<file path="src/rtl/writeback_arbiter.sv">
`default_nettype none
// writeback_arbiter: round-robin selection of one execution-unit result per cycle onto the
// register-bank write port, with a registered output stage and register-0 write filtering. Rev 1.0
module writeback_arbiter #(
  parameter int NUM_UNITS      = 4,
  parameter int DATA_WIDTH     = 32,
  parameter int ADDR_WIDTH     = 6,
  parameter bit ALLOW_WRITE_P0 = 1'b0
) (
  input  logic                                  clk,
  input  logic                                  rst,
  input  logic [NUM_UNITS-1:0]                  wb_valid,
  input  logic [NUM_UNITS-1:0][ADDR_WIDTH-1:0]  wb_addr,
  input  logic [NUM_UNITS-1:0][DATA_WIDTH-1:0]  wb_data,
  output logic [NUM_UNITS-1:0]                  wb_ack,
  output logic [ADDR_WIDTH-1:0]                 write_addr,
  output logic [DATA_WIDTH-1:0]                 new_data,
  output logic                                  commit,
  output logic                                  p0_drop
);

  localparam int             PTR_W = $clog2(NUM_UNITS);
  localparam logic [PTR_W:0] NUM_U = (PTR_W+1)'(NUM_UNITS);
  localparam logic [PTR_W-1:0] LAST_IDX = PTR_W'(NUM_UNITS - 1);

  logic [PTR_W-1:0]      ptr_q, ptr_d;
  logic [PTR_W-1:0]      grant_idx;
  logic                  grant_valid;
  logic [PTR_W:0]        cand;
  logic                  drop_p0;
  logic                  commit_q, commit_d;
  logic                  p0_drop_q, p0_drop_d;
  logic [ADDR_WIDTH-1:0] write_addr_q, write_addr_d;
  logic [DATA_WIDTH-1:0] new_data_q, new_data_d;

  // Scan from ptr upward with wrap; the first valid unit found wins.
  always_comb begin
    grant_valid = 1'b0;
    grant_idx   = '0;
    cand        = '0;
    for (int k = 0; k < NUM_UNITS; k++) begin
      cand = {1'b0, ptr_q} + (PTR_W+1)'(k);
      if (cand >= NUM_U) begin
        cand = cand - NUM_U;
      end
      if (!grant_valid && wb_valid[cand[PTR_W-1:0]]) begin
        grant_valid = 1'b1;
        grant_idx   = cand[PTR_W-1:0];
      end
    end
  end

  // Ack is suppressed while reset is held so a pending request is neither acked nor committed.
  always_comb begin
    wb_ack = '0;
    if (grant_valid && rst) begin
      wb_ack[grant_idx] = 1'b1;
    end
  end

  assign drop_p0 = (wb_addr[grant_idx] == '0) && !ALLOW_WRITE_P0;

  always_comb begin
    ptr_d        = ptr_q;
    commit_d     = grant_valid && !drop_p0;
    p0_drop_d    = grant_valid && drop_p0;
    write_addr_d = write_addr_q;
    new_data_d   = new_data_q;
    if (grant_valid) begin
      ptr_d        = (grant_idx == LAST_IDX) ? '0 : grant_idx + 1'b1;
      write_addr_d = wb_addr[grant_idx];
      new_data_d   = wb_data[grant_idx];
    end
  end

  always_ff @(posedge clk or negedge rst) begin
    if (!rst) begin
      ptr_q        <= '0;
      commit_q     <= 1'b0;
      p0_drop_q    <= 1'b0;
      write_addr_q <= '0;
      new_data_q   <= '0;
    end else begin
      ptr_q        <= ptr_d;
      commit_q     <= commit_d;
      p0_drop_q    <= p0_drop_d;
      write_addr_q <= write_addr_d;
      new_data_q   <= new_data_d;
    end
  end

  assign commit     = commit_q;
  assign p0_drop    = p0_drop_q;
  assign write_addr = write_addr_q;
  assign new_data   = new_data_q;

endmodule
`default_nettype wire

</file>
<file path="config.mk">
export PLATFORM = sky130hd
export DESIGN_NAME = writeback_arbiter
export DESIGN_NICKNAME = d
export VERILOG_FILES = /design/src/rtl/writeback_arbiter.sv
export SDC_FILE = /design/constraint.sdc
export NUM_CORES = 1
export LEC_CHECK = 0
export BUFFER_PORTS_ARGS = -buffer_cell sky130_fd_sc_hd__buf_2
export CAP_MARGIN = 10
export CORE_ASPECT_RATIO = 1.5
export CORE_MARGIN = 2
export CORE_UTILIZATION = 47
export CTS_BUF_LIST = sky130_fd_sc_hd__clkbuf_8
export DETAILED_ROUTE_END_ITERATION = 7
export GPL_ROUTABILITY_DRIVEN = 0
export GPL_TIMING_DRIVEN = 1
export MAX_ROUTING_LAYER = met4
export PLACE_DENSITY_LB_ADDON = 0.12
export SETUP_SLACK_MARGIN = 0.05
export SYNTH_ARGS = -nofsm -noshare
export SYNTH_HDL_FRONTEND = slang
export SYNTH_SLANG_ARGS = --single-unit
</file>
<file path="constraint.sdc">
create_clock -name clk -period 4.3 [get_ports clk]
set_input_delay 0 -clock clk [delete_from_list [all_inputs] [get_ports clk]]
set_output_delay 0 -clock clk [all_outputs]
set_load 0.05 [all_outputs]
</file>
==> results of run 1 <==
## cell families after synthesis
| logic type | after synthesis |
|---|---|
| AOI/OAI and AO/OA | 73 |
| buffers and inverters | 26 |
| muxes | 97 |
| and+or+nand+nor | 55 |
| DFF | 42 |
| adders and majority gates | 4 |
## placed cells by master (no fill, tap or decap), types with 3 or more instances in the layout
cell | netlist | layout
sky130_fd_sc_hd__buf_4 | 5 | 5
sky130_fd_sc_hd__clkbuf_8 | 0 | 8
sky130_fd_sc_hd__dfrtp_1 | 42 | 42
sky130_fd_sc_hd__a211oi_1 | 12 | 12
sky130_fd_sc_hd__and3_1 | 4 | 4
sky130_fd_sc_hd__buf_2 | 4 | 201
sky130_fd_sc_hd__ha_1 | 4 | 4
sky130_fd_sc_hd__a21boi_0 | 12 | 12
sky130_fd_sc_hd__inv_1 | 3 | 3
sky130_fd_sc_hd__o31ai_1 | 6 | 6
sky130_fd_sc_hd__o21ai_1 | 32 | 32
sky130_fd_sc_hd__mux2_2 | 32 | 32
sky130_fd_sc_hd__nand2_1 | 41 | 41
sky130_fd_sc_hd__mux2i_1 | 65 | 65
sky130_fd_sc_hd__o22a_1 | 3 | 3
## registers in the layout, indices dropped and copies added (netlist names)
name and flops:
commit 1, new_data 32, p0_drop 1, ptr_q 2
write_addr 6
## worst paths after layout
path	end	cells past startpoint	slack, ps	startpoint
max	new_data[23]	7	1110	ptr_q[0]
min reg2reg	write_addr[1]	2	470	write_addr[1]
max in group asynchronous	new_data[31]	3	3580	rst
min in group asynchronous	write_addr[4]	3	310	rst
min	ptr_q[0]	2	5	wb_valid[1]
max reg2reg	new_data[23]	7	1110	ptr_q[0]
## metrics by stage
step / power, mW / instance area, µm² / utilization (%)
CTS: 2.75 / 4100 / 66.9
finish: 2.71 / 4100 / 66.9
global placement: 2.41 / 3980 / 64.9
floorplan: 2.09 / 2990 / -
detailed placement: 2.44 / 3980 / 64.9
global route: 2.87 / 4100 / 66.9
## per-layer routing
| metal | track usage, % | vias up | part of all wire [%] |
|---|---|---|---|
| met2 | 40.8 | 125 | 54 |
| met1 | 24.4 | 1322 | 39 |
| li1 | - | 1462 | - |
| met5 | - | - | 0 |
| met3 | 3.78 | 15 | 5.4 |
| met4 | 9.50 | 0 | 2.3 |
## critical path, delay by kind of cell, from the launching register on
| kind | cells | cell delay (ps) |
|---|---|---|
| AO/OA/AOI/OAI | 2 | 680 |
| buffers and inverters | 1 | 430 |
| flip-flops | 1 | 420 |
| multiplexers | 2 | 420 |
| AND/OR/NAND/NOR | 2 | 1080 |
## final cells by class
class | instances | area [µm²] | share of cell area, %
clock buffer | 8 | 110 | 2.69
inverter | 3 | 11.3 | 0.275
multi-input combinational | 229 | 1780 | 43.4
sequential | 42 | 1050 | 25.6
tap | 74 | 92.6 | 2.26
timing repair buffer | 207 | 1050 | 25.7
## power by group
group | total, mW | internal [mW] | leakage (nW) | switching (mW)
Sequential | 0.668 | 0.569 | 0.492 | 0.0984
Combinational | 1.75 | 0.593 | 1.53 | 1.15
Clock | 0.300 | 0.162 | 0.0575 | 0.138
==> results list, run 1 <==
- First-pass DRT Iterations: 4
* Final hold vios: 0
- For this block, the routed nets add up to 8090 µm of wire.
* Leak: 2.08 nW
- Routed wire length per instance: 14.4 µm
* Chip width: 69.1 µm
- The wire-length estimate of the detail-placed layout is 6250 µm.
* Final Worst Setup Slack: 1110 ps
- Share of cell area taken by muxes after synthesis: 33.8%
- Entering global routing, the biggest net connects 63 pins.
* Area growth syn-to-layout: 37.1%
* Setup repair after global routing missed its margin: false
- Cell taking the most area after synthesis: sky130_fd_sc_hd__dfrtp_1
* Synth Area in Adders: 1.67%
* Number of vias per cell after detailed routing: 5.19
* Max-slew violation count: 0
* Most instantiated cells after synthesis: 65 x sky130_fd_sc_hd__mux2i_1, 42 x sky130_fd_sc_hd__dfrtp_1, 41 x sky130_fd_sc_hd__nand2_1
- Across the VDD grid, the largest voltage drop is 340 µV.
- Primary FF master, synth: sky130_fd_sc_hd__dfrtp_1
- The clock net in this run drives a total of 42 sinks.
* Core area: 6130 µm²
* Maximum frequency from static timing analysis: 313 MHz
- STA classifies the critical path startpoint as a flop.
- Summed over its instances, the top area cell type makes up 35.1% of the synthesized netlist area.
- Final antenna diode count: 0
- Wire length of the first global-routing pass: 12500 µm
- Summing the areas of all compound-gate instances in the mapped netlist gives 15.6% of the synthesized area.
- The clock passes through at most 2 buffers.
- Synthesized instance count: 297
* Xor/xnor share of the synthesized area: 0%
- For this run, the slowest stage of the critical path takes 900 ps.
* CTS tree: done
- The floorplan has 35 rows.
* Count of buffers added by post-CTS timing repair for setup: 0
- Cell breakdown of the critical path: nor2b_2 -> a31oi_1 -> and2_4 -> buf_4 -> mux2i_1 -> mux2_2 -> o21ai_1
- The setup path with the least slack is of type reg -> reg.
- Fraction of final layout cells sized beyond drive strength 1: 51.3%
* Synth top area cells: sky130_fd_sc_hd__dfrtp_1 35%, sky130_fd_sc_hd__mux2i_1 22%, sky130_fd_sc_hd__mux2_2 12%, sky130_fd_sc_hd__o21ai_1 5.4%, sky130_fd_sc_hd__nand2_1 5.1%
* Initial antenna violation count: 0
* Global route total overflow: 0
- Input and output buffers added on the ports amount to 201.
- For this run, design rule violations remaining after detail routing come to 0.
* Later-pin clock latency in the skew report: 290 ps
- Of the synthesized area, sequential elements account for 35.1%.
- In the final design database the tool counted 650 nets.
- Power density over the cells: 662 nW/µm²
* Measured slew at the worst slew-check pin: 913 ps
- Boundary pin count: 202
- Outcome: finished, final reports clean
- Number of enable-type register cells in the synthesized netlist: 0
- Syn Std Cell Area: 2990 µm²
* Count of non-filler cells in the finished layout: 563
- Counting flops with an async set or reset pin after synthesis yields a share of 100%.
- In the finished design, the share of the clock period the worst path needs comes to 74.2%.
- Residual antenna-violating net count after detailed routing: 0
- Floorplan die area: 7030 µm²
- Number of nets in the synthesized netlist: 459
* Master cell of the clock root buffer: sky130_fd_sc_hd__clkbuf_8
- Total number of vias: 2924
- H-tree depth: 2
- Arrival time at the worst endpoint: 3360 ps
* Mean post-synth cell area: 10.1 µm²
* Setup WS pre-CTS: 1110 ps
- Reported max-cap violation count: 0
- Yosys cell types: 31
- Clk_skew: 10.2 ps
- Most common cell in the netlist: sky130_fd_sc_hd__mux2i_1
* Simple-Gate Fraction of Synth Area: 8.16%
- The die is 102 µm tall.
- Global routing consumed, over all layers together, 22.6% of the routing resources.
- Buffers inserted to repair hold after CTS numbered 1.
- Finish-stage setup viols: 0
- Clock-pin transition on the worst setup and hold timing paths: 80 ps
* Endpoint type of the worst setup path: flop
* DR iter-0 viols: 139
- The number of global-route vias before repair was 2755.
- After synthesis the netlist holds a flip-flop and latch count of 42.
- Crit path max fanout: 62
- Time the worst path needs with I/O delays and setup: 3190 ps
* Hold WC Path Type: in -> reg
- Placed cell count: 554
- Worst relative slew slack: 39.1%
* Sum of negative setup slack: 0 ps
- Resized cells post-CTS: 0
- Combinational family with the most area after synthesis: multiplexers
- The initial utilization of the core area, before any placement, comes to 48.8%.
- TritonCTS created 5 clock buffers.
- Hold timing on the final database bottoms out at a slack of 5.17 ps.
* Cell with the largest stage delay on the worst path: sky130_fd_sc_hd__and2_4
- Ys Warns: 0
* Fill count: 503
- Data on the critical path is required at its endpoint by 4470 ps.
Power figures use the tool's default switching activity.
==> run 2, diff against run 1 <==
- ABC_AREA: unset -> 1
- CORE_UTILIZATION: 47 -> 40
- clock period: 4.3 -> 2.7 ns (I/O delays scaled with it)
==> results list, run 2 <==
- The CTS sink count came to 42 (unchanged).
- Internal reg-to-reg setup slack: 320 ps (-790 ps)
- CP Launch Point: ptr_q[0]
- Outcome: finished, final reports clean
- The data required time at the worst endpoint came to 2700 ps (-1770 ps).
- The total I/O pin count was 202 (unchanged).
- In this run the critical register-to-register path is captured at p0_drop.
* Later-pin clock latency in the skew report: 310 ps (+20 ps)
- The per-cell via count in the routed design is 5.05 (-2.8%).
- Finish-stage setup viols: 0 (unchanged)
* Final net count: 831 (+28%)
- The net count after synthesis is 637 (+39%).
- Buffer levels on the longest clock path: 2 (unchanged)
- Synth top area share: 34.1% (-1.1 points)
- The largest fanout on the critical path was 24 (-61%).
- Syn Std Cell Area: 3080 µm² (+3.1%)
- The worst hold margin came to 7.31 ps (+2.15 ps).
- Top Family by Delay on Critical Path: simple AND/OR/NAND/NOR gates
- Placed cell count: 756 (+36%)
* Initial Util: 40.8% (-8.0 points)
- The footprint of the flip-flops and latches is 1050 µm² (+0.12%).
- First-pass DRT Iterations: 6 (+2)
- Time the worst path needs with I/O delays and setup: 2510 ps
- Number of rows in the core area: 39 (+11%)
- Mean post-synth cell area: 6.49 µm² (-36%)
- Commonest non-fill, non-tap cells in the layout: 197 x sky130_fd_sc_hd__buf_2, 105 x sky130_fd_sc_hd__nor2_1, 99 x sky130_fd_sc_hd__o21ai_0, 67 x sky130_fd_sc_hd__nand2_1, 45 x sky130_fd_sc_hd__inv_1
* Count of non-filler cells in the finished layout: 772 (+37%)
- The number of flops mapped to enable cells by yosys is 0 (unchanged).
- Initial antenna violation count: 0 (unchanged)
- Global route total overflow: 0 (unchanged)
- The highest cell delay on the worst timing path is 490 ps (-410 ps).
* Vias in the first global route: 3686 (+34%)
- Clock-pin transition on the worst setup and hold timing paths: 90 ps (about the same)
- Sum of negative setup slack: 0 ps (unchanged)
- Following the worst setup path forward leads to its endpoint at wb_ack[1].
- The post-detailed-route count of antenna-violating nets is 0 (unchanged).
- Most frequent standard cell in the layout excluding fill and tap cells: sky130_fd_sc_hd__buf_2
- Of the available clock period, the critical path in the final layout requires 93.1%.
* Die height: 112 µm (+9.7%)
* Area used by multi-input combinational logic: 1680 µm² (-5.4%)
- CTS tree: done
- Length in cells of the worst reg-to-reg path: 15 (+8)
- The vias after detailed routing was 3896 (+33%).
* Critical path's most frequent cell: sky130_fd_sc_hd__nand2_1
* Largest register FFs: 32 (unchanged)
- Hold WC Path Type: in -> reg
- DR iter-0 viols: 161 (+16%)
- Routed wire length per instance: 13.0 µm (-9.7%)
* Reported max-cap violation count: 0 (unchanged)
* Total Routed Length: 10000 µm (+24%)
- The total core area came to 7560 µm² (+23%).
- Floorplan die area: 8440 µm² (+20%)
* Maximum frequency from static timing analysis: 398 MHz
- The global-route wire length before repair came to 16000 µm (+28%).
- Cell with the largest stage delay on the worst path: sky130_fd_sc_hd__dfrtp_2
- Traced cell by cell, the critical path runs through inv_6 -> nand2_1 -> nand3_1 -> nand2_1 -> nand2_1 -> nand2_1 -> nand2_4 -> nand3_4 -> inv_2 -> buf_12 -> ha_1 -> inv_1 -> nor2_1 -> clkbuf_4.
- Final hold vios: 0 (unchanged)
- Area growth syn-to-layout: 40.9%
- The sequential share of the synthesized area is 34.1% (-1.1 points).
- Clk_skew: 9.54 ps (-0.691 ps)
- Cell taking the most area after synthesis: sky130_fd_sc_hd__dfrtp_1
- The antenna cell count was 0 (unchanged).
- Setup repair after global routing missed its margin: false
- Critical path depth: 14 (+7)
* Measured slew at the worst slew-check pin: 556 ps (-357 ps)
* Synth top area cells: sky130_fd_sc_hd__dfrtp_1 34%, sky130_fd_sc_hd__o21ai_0 16%, sky130_fd_sc_hd__nor2_1 13%, sky130_fd_sc_hd__nand2_1 8.2%, sky130_fd_sc_hd__a31oi_1 6.9%
- Crit path kind: reg -> out
- The async set or reset register ratio after synthesis was 100% (unchanged).
* Primary FF master, synth: sky130_fd_sc_hd__dfrtp_1
* Startpoint class of the critical path: flop
- The final number of max-transition violations was 0 (unchanged).
- Fill count: 748 (+49%)
- Register bit count reported by yosys: 42 (unchanged)
- Endpoint type of the worst setup path: output port
- The sum of net half-perimeters after detailed placement came to 7620 µm (+22%).
* Number of cells traversed by the worst hold path: 3 (+1)
- The startpoint identified for the worst register-to-register timing path is ptr_q[0].
- TritonCTS buffer count: 5 (unchanged)
- The final cell utilization of the core came to 57.4% (-9.4 points).
- Most instantiated cells after synthesis: 105 x sky130_fd_sc_hd__nor2_1, 99 x sky130_fd_sc_hd__o21ai_0, 67 x sky130_fd_sc_hd__nand2_1
* Arrival time at the worst endpoint: 2510 ps (-850 ps)
* Worst relative slew slack: 62.9% (+24 points)
- The total track usage is 24.8% (+2.2 points).
- The DRC violation count after routing was 0 (unchanged).
* Most common cell in the netlist: sky130_fd_sc_hd__nor2_1
- The number of buffer and inverter instances along the worst setup path was 5 (+4).
- The yosys synthesis warning count came to 0 (unchanged).
- The largest net degree at the start of global routing came to 47 (-25%).
- The number of library cell types mapped by synthesis was 25 (-19%).
- Synthesized instance count: 475 (+60%)
- The share of layout cells above drive strength 1 was 35.5% (-16 points).
* Chip width: 75.7 µm (+9.5%)
- The tree is rooted in a sky130_fd_sc_hd__clkbuf_8.
* H-tree depth: 2 (unchanged)
- Count of buffers inserted at the top-level ports: 201 (unchanged)
## run 2: cell count changes in the layout (fill, tap and decap cells not counted), sizes merged, moves of 13 or more
| cell | delta |
|---|---|
| a211oi | -13 |
| a31oi | +32 |
| inv | +48 |
| mux2 | -32 |
| mux2i | -65 |
| nand2 | +33 |
| nand3 | +18 |
| nor2 | +106 |
| o21ai | +70 |
## run 2: worst reg2reg max path: cells and delay by family (launching register included)
kind            cells  cell delay, ps
flops               1             490
buf+inv             2             460
simple gates       12            1240
compound gates      1             140
## run 2: kinds of logic (layout without fill, tap and decap cells)
family / after synthesis / in the layout / synth area share [%]
buffers and inverters: 82 / 277 / 11.6
and+or+nand+nor: 208 / 208 / 28.8
adders and majority gates: 4 / 4 / 1.62
AOI/OAI and AO/OA: 139 / 139 / 23.9
DFF: 42 / 42 / 34.1
## run 2: repair_timing
item                                    in CTS  in global routing
hold endpoints to repair                    48                  0
setup buffers                                0                  1
endpoints found under the setup margin       2                  4
hold buffers                                 7                  0
gates resized for setup                      1                  7
## run 2: worst min-delay path by stage
stage           startpoint       endpoint  slack, ps
6_report       wb_data[59]   new_data[27]          7
4_1_cts        wb_data[59]   new_data[27]          3
3_3_place_gp           rst  write_addr[1]        180
3_5_place_dp           rst  write_addr[1]        180
5_1_grt        wb_data[32]    new_data[0]         10
2_1_floorplan          rst         commit       -300
## run 2: area by class of cell
class / count / share of cell area, %
tap: 102 / 2.94
multi-input combinational: 351 / 38.8
inverter: 51 / 4.58
clock inverter: 2 / 0.202
sequential: 42 / 24.2
timing repair buffer: 218 / 27.4
clock buffer: 6 / 1.90
## run 2: layer usage
metal | wire (µm) | global-route usage, % | vias up
li1 | - | - | 1945
met1 | 3820 | 26.5 | 1758
met5 | 0 | - | -
met2 | 5330 | 43.9 | 166
met3 | 575 | 4.07 | 27
met4 | 301 | 9.24 | 0
## run 2: metrics by stage
step                      setup WS (ps)  instance area, µm²
after floorplan                     306                3080
after global placement              409                4150
after detailed placement            305                4150
after CTS                          89.6                4310
after global routing               39.0                4340
final                               187                4340
Power of run 2 is left out: the tool's default activity adds up to more than one toggle a clock period on the data nets, which glitch-free logic cannot reach.
